## src/rtl/alu_ctrl_pkg.sv

```systemverilog
// Shared constants for the ALU control sequencer: op codes, funct encodings
// and the two-state FSM encoding.
package alu_ctrl_pkg;

    localparam int unsigned FUNCT_W = 6;
    localparam int unsigned OP_W    = 4;

    localparam logic [OP_W-1:0] OP_ADD = 4'b0000;
    localparam logic [OP_W-1:0] OP_SUB = 4'b0001;
    localparam logic [OP_W-1:0] OP_MUL = 4'b0010;
    localparam logic [OP_W-1:0] OP_DIV = 4'b0011;
    localparam logic [OP_W-1:0] OP_AND = 4'b0100;
    localparam logic [OP_W-1:0] OP_OR  = 4'b0101;
    localparam logic [OP_W-1:0] OP_NOR = 4'b0110;
    localparam logic [OP_W-1:0] OP_NOP = 4'b0111;
    localparam logic [OP_W-1:0] OP_SRL = 4'b1000;
    localparam logic [OP_W-1:0] OP_SLT = 4'b1001;
    localparam logic [OP_W-1:0] OP_XOR = 4'b1010;

    localparam logic [FUNCT_W-1:0] FN_ADD = 6'b100000;
    localparam logic [FUNCT_W-1:0] FN_SUB = 6'b100010;
    localparam logic [FUNCT_W-1:0] FN_MUL = 6'b000010;
    localparam logic [FUNCT_W-1:0] FN_DIV = 6'b011010;
    localparam logic [FUNCT_W-1:0] FN_AND = 6'b100100;
    localparam logic [FUNCT_W-1:0] FN_OR  = 6'b100101;
    localparam logic [FUNCT_W-1:0] FN_NOR = 6'b100111;
    localparam logic [FUNCT_W-1:0] FN_NOP = 6'b000000;
    localparam logic [FUNCT_W-1:0] FN_SRL = 6'b000011;
    localparam logic [FUNCT_W-1:0] FN_SLT = 6'b101010;
    localparam logic [FUNCT_W-1:0] FN_XOR = 6'b100110;

    typedef logic [0:0] state_t;
    localparam state_t ST_IDLE = 1'b0;
    localparam state_t ST_EXEC = 1'b1;

endpackage

```

## src/rtl/alu_funct_dec.sv

```systemverilog
// Combinational funct decoder: op code, undefined-funct flag and multi-cycle hint.
module alu_funct_dec
    import alu_ctrl_pkg::*;
(
    input  logic [FUNCT_W-1:0] funct,
    input  logic               rtype,
    output logic [OP_W-1:0]    op_c,
    output logic               illegal_c,
    output logic               multi_c
);

    // Non-R-type instructions always compute an address, so funct is ignored.
    always_comb begin
        op_c      = OP_ADD;
        illegal_c = 1'b0;
        multi_c   = 1'b0;
        if (rtype) begin
            case (funct)
                FN_ADD:  op_c = OP_ADD;
                FN_SUB:  op_c = OP_SUB;
                FN_MUL: begin
                    op_c    = OP_MUL;
                    multi_c = 1'b1;
                end
                FN_DIV: begin
                    op_c    = OP_DIV;
                    multi_c = 1'b1;
                end
                FN_AND:  op_c = OP_AND;
                FN_OR:   op_c = OP_OR;
                FN_NOR:  op_c = OP_NOR;
                FN_NOP:  op_c = OP_NOP;
                FN_SRL:  op_c = OP_SRL;
                FN_SLT:  op_c = OP_SLT;
                FN_XOR:  op_c = OP_XOR;
                default: illegal_c = 1'b1;
            endcase
        end
    end

endmodule

```

## src/rtl/alu_ctrl_seq.sv

```systemverilog
// ALU control sequencer: decodes an instruction, issues a registered op code and
// holds it for the MUL/DIV occupancy while blocking new instructions.
module alu_ctrl_seq
    import alu_ctrl_pkg::*;
#(
    parameter int unsigned INSTR_W = 32,
    parameter int unsigned MUL_LAT = 3,
    parameter int unsigned DIV_LAT = 8
) (
    input  logic               clk,
    input  logic               rst,
    input  logic               in_valid,
    output logic               in_ready,
    input  logic [INSTR_W-1:0] instr,
    input  logic               rtype,
    output logic [OP_W-1:0]    alu_op,
    output logic               op_valid,
    output logic               busy,
    output logic               done,
    output logic               illegal
);

    localparam int unsigned MAX_LAT = (MUL_LAT > DIV_LAT) ? MUL_LAT : DIV_LAT;
    localparam int unsigned CNT_W   = (MAX_LAT > 1) ? $clog2(MAX_LAT) : 1;

    localparam logic [CNT_W-1:0] MUL_LAST = CNT_W'(MUL_LAT - 1);
    localparam logic [CNT_W-1:0] DIV_LAST = CNT_W'(DIV_LAT - 1);

    state_t            state;
    state_t            state_nxt;
    logic [CNT_W-1:0]  cnt;
    logic [CNT_W-1:0]  cnt_nxt;
    logic [OP_W-1:0]   alu_op_nxt;
    logic              op_valid_nxt;
    logic              busy_nxt;
    logic              done_nxt;
    logic              illegal_nxt;

    logic [OP_W-1:0]   dec_op;
    logic              dec_illegal;
    logic              dec_multi;
    logic [CNT_W-1:0]  lat_last;

    alu_funct_dec u_dec (
        .funct     (instr[FUNCT_W-1:0]),
        .rtype     (rtype),
        .op_c      (dec_op),
        .illegal_c (dec_illegal),
        .multi_c   (dec_multi)
    );

    // Only the funct field is decoded; upper instruction bits are intentionally dropped.
    if (INSTR_W > FUNCT_W) begin : g_instr_hi
        logic unused_instr_hi;
        assign unused_instr_hi = ^instr[INSTR_W-1:FUNCT_W];
    end

    assign lat_last = (dec_op == OP_DIV) ? DIV_LAST : MUL_LAST;
    assign in_ready = (state == ST_IDLE);

    // Next state and next register values; non-accepting IDLE cycles hold alu_op.
    always_comb begin
        state_nxt    = state;
        cnt_nxt      = cnt;
        alu_op_nxt   = alu_op;
        illegal_nxt  = illegal;
        op_valid_nxt = 1'b0;
        busy_nxt     = 1'b0;
        done_nxt     = 1'b0;
        case (state)
            ST_IDLE: begin
                if (in_valid) begin
                    alu_op_nxt   = dec_op;
                    illegal_nxt  = dec_illegal;
                    op_valid_nxt = 1'b1;
                    if (dec_multi && (lat_last != '0)) begin
                        state_nxt = ST_EXEC;
                        cnt_nxt   = lat_last;
                        busy_nxt  = 1'b1;
                    end else begin
                        done_nxt = 1'b1;
                    end
                end
            end
            ST_EXEC: begin
                // Counter reaching zero marks the done cycle; the following edge releases.
                if (cnt == '0) begin
                    state_nxt = ST_IDLE;
                end else begin
                    cnt_nxt      = cnt - CNT_W'(1);
                    op_valid_nxt = 1'b1;
                    busy_nxt     = 1'b1;
                    done_nxt     = (cnt == CNT_W'(1));
                end
            end
            default: state_nxt = ST_IDLE;
        endcase
    end

    always_ff @(posedge clk or posedge rst) begin
        if (rst) begin
            state    <= ST_IDLE;
            cnt      <= '0;
            alu_op   <= OP_NOP;
            op_valid <= 1'b0;
            busy     <= 1'b0;
            done     <= 1'b0;
            illegal  <= 1'b0;
        end else begin
            state    <= state_nxt;
            cnt      <= cnt_nxt;
            alu_op   <= alu_op_nxt;
            op_valid <= op_valid_nxt;
            busy     <= busy_nxt;
            done     <= done_nxt;
            illegal  <= illegal_nxt;
        end
    end

endmodule

```

## config.mk

```make
export PLATFORM = sky130hd
export DESIGN_NAME = alu_ctrl_seq
export DESIGN_NICKNAME = d
export VERILOG_FILES = /design/src/rtl/alu_ctrl_pkg.sv /design/src/rtl/alu_funct_dec.sv /design/src/rtl/alu_ctrl_seq.sv
export SDC_FILE = /design/constraint.sdc
export NUM_CORES = 1
export LEC_CHECK = 0
export CELL_PAD_IN_SITES_DETAIL_PLACEMENT = 2
export CELL_PAD_IN_SITES_GLOBAL_PLACEMENT = 2
export CORE_ASPECT_RATIO = 1.4
export CORE_MARGIN = 4
export CORE_UTILIZATION = 21
export DETAILED_ROUTE_END_ITERATION = 16
export PLACE_DENSITY_LB_ADDON = 0.1
export SYNTH_ARGS = -nofsm -noshare
export SYNTH_HDL_FRONTEND = slang
export SYNTH_SLANG_ARGS = --single-unit
```

## constraint.sdc

```tcl
create_clock -name clk -period 1.4 [get_ports clk]
set_input_delay 0.28 -clock clk [delete_from_list [all_inputs] [get_ports clk]]
set_output_delay 0.28 -clock clk [all_outputs]
set_load 0.005 [all_outputs]
```

==> results of run 1 <==
==> cells by family (layout without fill, tap and decap cells) <==
group,Yosys count,count (layout)
AOI/OAI and AO/OA,16,16
and+or+nand+nor,45,45
DFF,11,11
adders and majority gates,3,3
xor gates and xnor gates,1,1
buffers and inverters,12,48
muxes,2,2
==> cells in the mapped netlist <==
master / number
a32o_1: 1
nand2b_1: 3
dfstp_2: 3
mux2i_1: 2
o21a_1: 1
a21oi_1: 3
o311ai_1: 1
a211oi_1: 2
nor4b_1: 1
nor3_1: 1
o31ai_1: 1
or4_4: 1
buf_6: 2
nand3_1: 4
dfrtp_1: 8
nand4_1: 1
and3b_1: 1
and3_1: 1
nand3b_1: 1
and4bb_2: 2
clkbuf_8: 2
o41ai_2: 1
nand4bb_2: 1
nor2_1: 6
buf_4: 2
or2_2: 1
inv_1: 6
o21ai_0: 2
nand4b_1: 3
nand2_1: 14
nor4_1: 1
nor3_2: 1
xnor2_1: 1
a31oi_1: 3
or3b_1: 1
o41ai_1: 1
and2b_2: 1
ha_1: 3
==> per-stage QoR <==
step                      setup TNS, ps  power [mW]   util
after detailed placement          -3180       0.628  0.302
final                                 0       0.952  0.337
after global routing              -31.2        1.02  0.337
after CTS                             0       0.972  0.330
after floorplan                       0       0.515      -
after global placement            -2800       0.622  0.302
==> what timing repair did <==
action                                  in CTS  in global routing
setup buffers                                3                  0
endpoints found under the setup margin      12                 10
pin swaps                                    4                  2
cloned                                       0                  0
gates resized for setup                     16                  8
==> placed cells by master, fill, tap and decap left out, types with 2 or more instances in the layout <==
| master | n |
|---|---|
| buf_4 | 16 |
| nand2_1 | 13 |
| dlygate4sd2_1 | 9 |
| dfrtp_1 | 8 |
| nor2_1 | 6 |
| dlymetal6s2s_1 | 5 |
| nand3_1 | 4 |
| inv_1 | 4 |
| clkdlybuf4s50_1 | 4 |
| nand2b_1 | 3 |
| a21oi_1 | 3 |
| nand4b_1 | 3 |
| ha_1 | 3 |
| dfstp_2 | 3 |
| clkbuf_8 | 3 |
| buf_6 | 3 |
| a31oi_1 | 2 |
| inv_2 | 2 |
| o21ai_0 | 2 |
| and4bb_2 | 2 |
| mux2i_1 | 2 |
| o41ai_2 | 2 |
==> power by group <==
group,internal [mW],total (mW),switching [mW]
clock network,0.200,0.320,0.120
logic,0.143,0.275,0.132
registers,0.344,0.357,0.0130
==> area by class of cell <==
type	instances	share of cell area
multi-input cells	67	0.397
repair buffers	38	0.284
flip-flops and latches	11	0.223
well taps	42	0.0420
clock buffers	4	0.0360
inverters	6	0.0180
==> registers in the layout (all words and copies together) (netlist names) <==
signal / flops
alu_op: 4
cnt: 3
done: 1
illegal: 1
op_valid: 1
state: 1
==> worst min path at each step <==
stage                      to  startpoint  slack (ps)
floorplan           alu_op[3]         rst         130
global route         op_valid         rst         380
finish               op_valid         rst         340
global placement    alu_op[0]   alu_op[0]         460
detailed placement  alu_op[0]   alu_op[0]         460
CTS                 alu_op[3]         rst         370
==> per-layer routing <==
layer | up-vias | GRT usage
li1 | 393 | -
met1 | 387 | 0.114
met2 | 16 | 0.198
met3 | 5 | 0.0140
met4 | 0 | 0.0651
met5 | - | 0
==> impl_metrics.csv, run 1 <==
group,metric,value,unit
die,num_rows,26,
placed_design,place_hpwl,1960,um
cells_and_area,finalNonFillerCells,168,
cells_and_area,area_delta_synth_final,51.5,%
clock_tree,cts-htree-levels,1,
global_route,grt-ovfl-total,0,
sta,fin_crit,1320,ps
die,dieArea,5010,sq um
run_status,status,"complete, no violations",
synth,synth_top_family_by_area,"simple AND/OR/NAND/NOR gates",
detailed_routing,wl_met1,983,um
global_route,antenna_found_initial,0,
setup_path,critPathCaptureType,"output port",
sta,slew_violations,0,
setup_path,cp-start-kind,"flop",
worst_hold_path,min_path_type,"in2async",
sta,skew,1.28,ps
setup_path,reg2reg_slack,80,ps
sta,hold_viol,0,
clock_tree,cts_root_buf,"clkbuf_8",
setup_path,worstSetupEndpoint,"op_valid",
synth,synth.distinct_cells,38,
setup_path,cp_slowest_stage_delay,490,ps
cells_and_area,diodes,0,
setup_path,path_cells,"clkdlybuf4s50_1",
global_route,grt_pass1_vias,834,
sta,worst_slack,75.5,ps
detailed_routing,wirelength,2440,um
die,die_h,82.2,um
detailed_routing,met2WireLength,1290,um
synth,ys_ff_latch,11,
detailed_routing,dr_wl_met3,93,um
cells_and_area,multiInputGateArea,497,sq um
setup_path,crit_cells,1,
placed_design,placedCellCount,161,
power,p_leak,0.607,nW
detailed_routing,drt-pass1-iter-count,4,
cells_and_area,fillers,445,
cells_and_area,fin_nets,166,
setup_path,worstPathRequired,1120,ps
global_route,grt_pass1_wl,3930,um
power,p_per_area,761,nW/um^2
synth,synth_compound_area_frac,0.142,
placed_design,pre_cts_slack,-406,ps
detailed_routing,ant_nets,0,
flow_run,drv_cap,0,
global_route,grt_max_degree,12,
global_route,grtUsageTotal,0.108,
synth,ys_warn_count,0,
sta,fin_crit_sh,0.946,
setup_path,timing.rr.end,"cnt[0]",
synth,synth_area_leader_cell,"dfrtp_1",
placed_design,finalWeightedCongestion,0.784,
setup_path,crit_family,"buffers and inverters",
setup_path,worstPathArrival,1040,ps
clock_tree,path_clk_slew,50,ps
synth,synth_mux_area_frac,0.0242,
die,die_w,61,um
clock_tree,cts.sinks,11,
detailed_routing,via_count,801,
clock_tree,clkLatencyLatePin,240,ps
sta,whs,343,ps
synth,syn_nets,129,
die,num_io_pins,45,
synth,ys_top_cells_by_area,"dfrtp_1 24%, dfstp_2 9.5%, nand2_1 6.4%, ha_1 4.5%, clkbuf_8 3.3%",
detailed_routing,wl_per_cell,14.5,um
synth,syn_area,826,sq um
sta,relSlewSlack,0.709,
synth,synth_fa_ha_area_frac,0.0455,
synth,yosys.area_share.simple,0.333,
detailed_routing,dr.max_layer_used,"met4",
clock_tree,ctsHoldBuffers,0,
sta,setup_viol,0,
setup_path,path_max_fanout,1,
synth,seq_area_frac_synth,0.338,
detailed_routing,drt-vias-per-instance,4.77,
placed_design,io_buffers,18,
detailed_routing,drc,0,
die,start_util,0.223,
sta,max_freq,755,MHz
setup_path,r2r-start,"state",
cells_and_area,ff_latch_area,279,sq um
clock_tree,numCtsBuffers,3,
setup_path,critPathKind,"reg2out",
synth,synth.avg_cell_area,9.18,sq um
sta,rsz0062_at_grt,"yes",
synth,syn_inst,90,
cells_and_area,stdcell_area,1250,sq um
clock_tree,cts_tree,"yes",
placed_design,place_area,1120,sq um
setup_path,startpoint,"op_valid",
power,peakVddDrop,0.469,mV
setup_path,critPathSlowestCell,"clkdlybuf4s50_1",
sta,tightest_slew,436,ps
setup_path,critPathBufInv,1,
clock_tree,clock_path_buffers,2,
synth,synth_top_area_share,0.242,
setup_path,ff2ff_path_depth,5,
detailed_routing,drt_iter0_drc,13,
die,core_area,3710,sq um
cells_and_area,drive_above_1_share,0.325,
synth,synth-xor-area-share,0.0106,
Power figures use the tool's default switching activity.
==> run 2, diff against run 1 <==
- TNS_END_PERCENT: default -> 5
==> impl_metrics.csv, run 2 (synthesis gave the netlist of run 1 again) <==
group,metric,value,unit
sta,hold_viol,0,
run_status,status,"complete, no violations",
placed_design,place_area,1120,sq um
sta,skew,2.06,ps
power,internal_power,0.682,mW
setup_path,cp_slowest_stage_delay,490,ps
global_route,grtUsageTotal,0.107,
detailed_routing,drt_iter0_drc,13,
cells_and_area,fillers,443,
placed_design,pre_cts_slack,-406,ps
setup_path,critPathSlowestCell,"clkdlybuf4s50_1",
global_route,grt-ovfl-total,0,
power,sequentialPowerShare,0.377,
clock_tree,cts.sinks,11,
worst_hold_path,min_path_type,"in2async",
die,die_h,82.2,um
global_route,grt_pass1_wl,3930,um
cells_and_area,fin_nets,164,
setup_path,ff2ff_path_depth,6,
power,power,0.947,mW
clock_tree,clock_path_buffers,2,
sta,setup_viol,0,
clock_tree,cts_root_buf,"clkbuf_8",
sta,slew_violations,0,
setup_path,critPathCaptureType,"output port",
power,p_leak,0.607,nW
sta,whs,342,ps
sta,tightest_slew,435,ps
cells_and_area,largest_reg_flops,4,
die,num_rows,26,
cells_and_area,drive_above_1_share,0.323,
setup_path,path_cells,"clkdlybuf4s50_1",
setup_path,worstPathRequired,1120,ps
sta,fin_crit_sh,0.946,
power,p_per_area,773,nW/um^2
detailed_routing,drt-pass1-iter-count,4,
sta,max_freq,755,MHz
power,power_frac_comb,0.284,
die,start_util,0.223,
clock_tree,numCtsBuffers,3,
setup_path,reg2reg_slack,140,ps
cells_and_area,final_common_cell,"buf_4",
global_route,grt_pass1_vias,829,
cells_and_area,diodes,0,
clock_tree,ctsHoldBuffers,0,
placed_design,place_hpwl,1960,um
sta,rsz0062_at_grt,"no",
detailed_routing,wirelength,2460,um
cells_and_area,top_regs,"alu_op (4), cnt (3)",
setup_path,cp-start-kind,"flop",
global_route,grt_max_degree,12,
power,power_switching,0.265,mW
global_route,antenna_found_initial,0,
clock_tree,cts_tree,"yes",
setup_path,timing.rr.end,"cnt[1]",
cells_and_area,layout_common_cells,"16 x buf_4, 13 x nand2_1, 8 x dfrtp_1",
placed_design,placedCellCount,161,
cells_and_area,stdcell_area,1220,sq um
clock_tree,path_clk_slew,50,ps
die,dieArea,5010,sq um
detailed_routing,via_count,798,
detailed_routing,wl_per_cell,14.8,um
cells_and_area,finalNonFillerCells,166,
detailed_routing,ant_nets,0,
die,core_area,3710,sq um
sta,fin_crit,1320,ps
power,peakVddDrop,0.459,mV
detailed_routing,drt-vias-per-instance,4.81,
placed_design,io_buffers,18,
sta,relSlewSlack,0.710,
setup_path,r2r-start,"cnt[1]",
setup_path,crit_family,"buffers and inverters",
die,num_io_pins,45,
cells_and_area,area_delta_synth_final,48.3,%
sta,worst_slack,75.4,ps
setup_path,critPathKind,"reg2out",
flow_run,drv_cap,0,
cells_and_area,regMostFlops,"alu_op",
setup_path,critPathBufInv,1,
clock_tree,clkLatencyLatePin,240,ps
setup_path,worstPathArrival,1040,ps
power,p_sw_frac,0.280,
die,die_w,61,um
clock_tree,cts-htree-levels,1,
power,power.share.clock,0.339,
placed_design,finalWeightedCongestion,0.784,
detailed_routing,drc,0,
setup_path,path_max_fanout,1,
[run 2: cell count changes in the layout (fill, tap and decap cells not counted)]
cell            before  now
nor4b_1              1    0
buf_6                3    2
dlygate4sd2_1        9    7
dlymetal6s2s_1       5    7
buf_12               1    0
a31oi_2              0    1
nor4b_2              0    1
a31oi_4              1    0
[run 2: worst max-delay path by stage]
stage | cells after the start | slack, ps | end | startpoint
final | 1 | 80 | op_valid | op_valid
after global routing | 5 | 20 | alu_op[0] | instr[3]
after detailed placement | 4 | -410 | illegal | instr[3]
after CTS | 6 | -80 | illegal | instr[5]
after global placement | 4 | -350 | illegal | instr[3]
after floorplan | 4 | 180 | illegal | instr[3]
[run 2: metrics by stage]
step                utilization  setup TNS [ps]
finish                    0.330               0
global route              0.330               0
CTS                       0.316            -193
detailed placement        0.302           -3180
global placement          0.302           -2800
floorplan                     -               0
[run 2: power groups by stage]
stage	sequential, mW	combinational [mW]	clock [mW]
2_1_floorplan	0.361	0.154	0
3_3_place_gp	0.362	0.260	0
3_5_place_dp	0.362	0.266	0
4_1_cts	0.358	0.265	0.337
5_1_grt	0.361	0.305	0.347
6_report	0.358	0.269	0.321
[run 2: metal layers]
| metal | vias up | wire length, um | track usage |
|---|---|---|---|
| met5 | - | 0 | 0 |
| met4 | 0 | 65 | 0.0651 |
| met3 | 5 | 94 | 0.0140 |
| met2 | 16 | 1280 | 0.193 |
| met1 | 386 | 1010 | 0.115 |
| li1 | 391 | - | - |
[run 2: repair_timing]
item,4_1_cts,5_1_grt
gates cloned,0,0
pin swaps,1,2
gates resized for setup,11,13
setup endpoints to repair,12,10
setup buffers,0,1
[run 2: area by class of cell]
class	count	area, sq um	share of cell area
Multi-Input combinational cell	67	494	0.403
Tap cell	42	52.6	0.0429
Inverter	6	22.5	0.0184
Clock buffer	4	45.0	0.0368
Sequential cell	11	279	0.228
Timing Repair Buffer	36	332	0.271
==> run 3, diff against run 2 <==
- SLEW_MARGIN: default -> 30
- TNS_END_PERCENT: 5 -> default
==> results of run 3 <==
Final layout, timing and power as in run 1 (identical DEF).
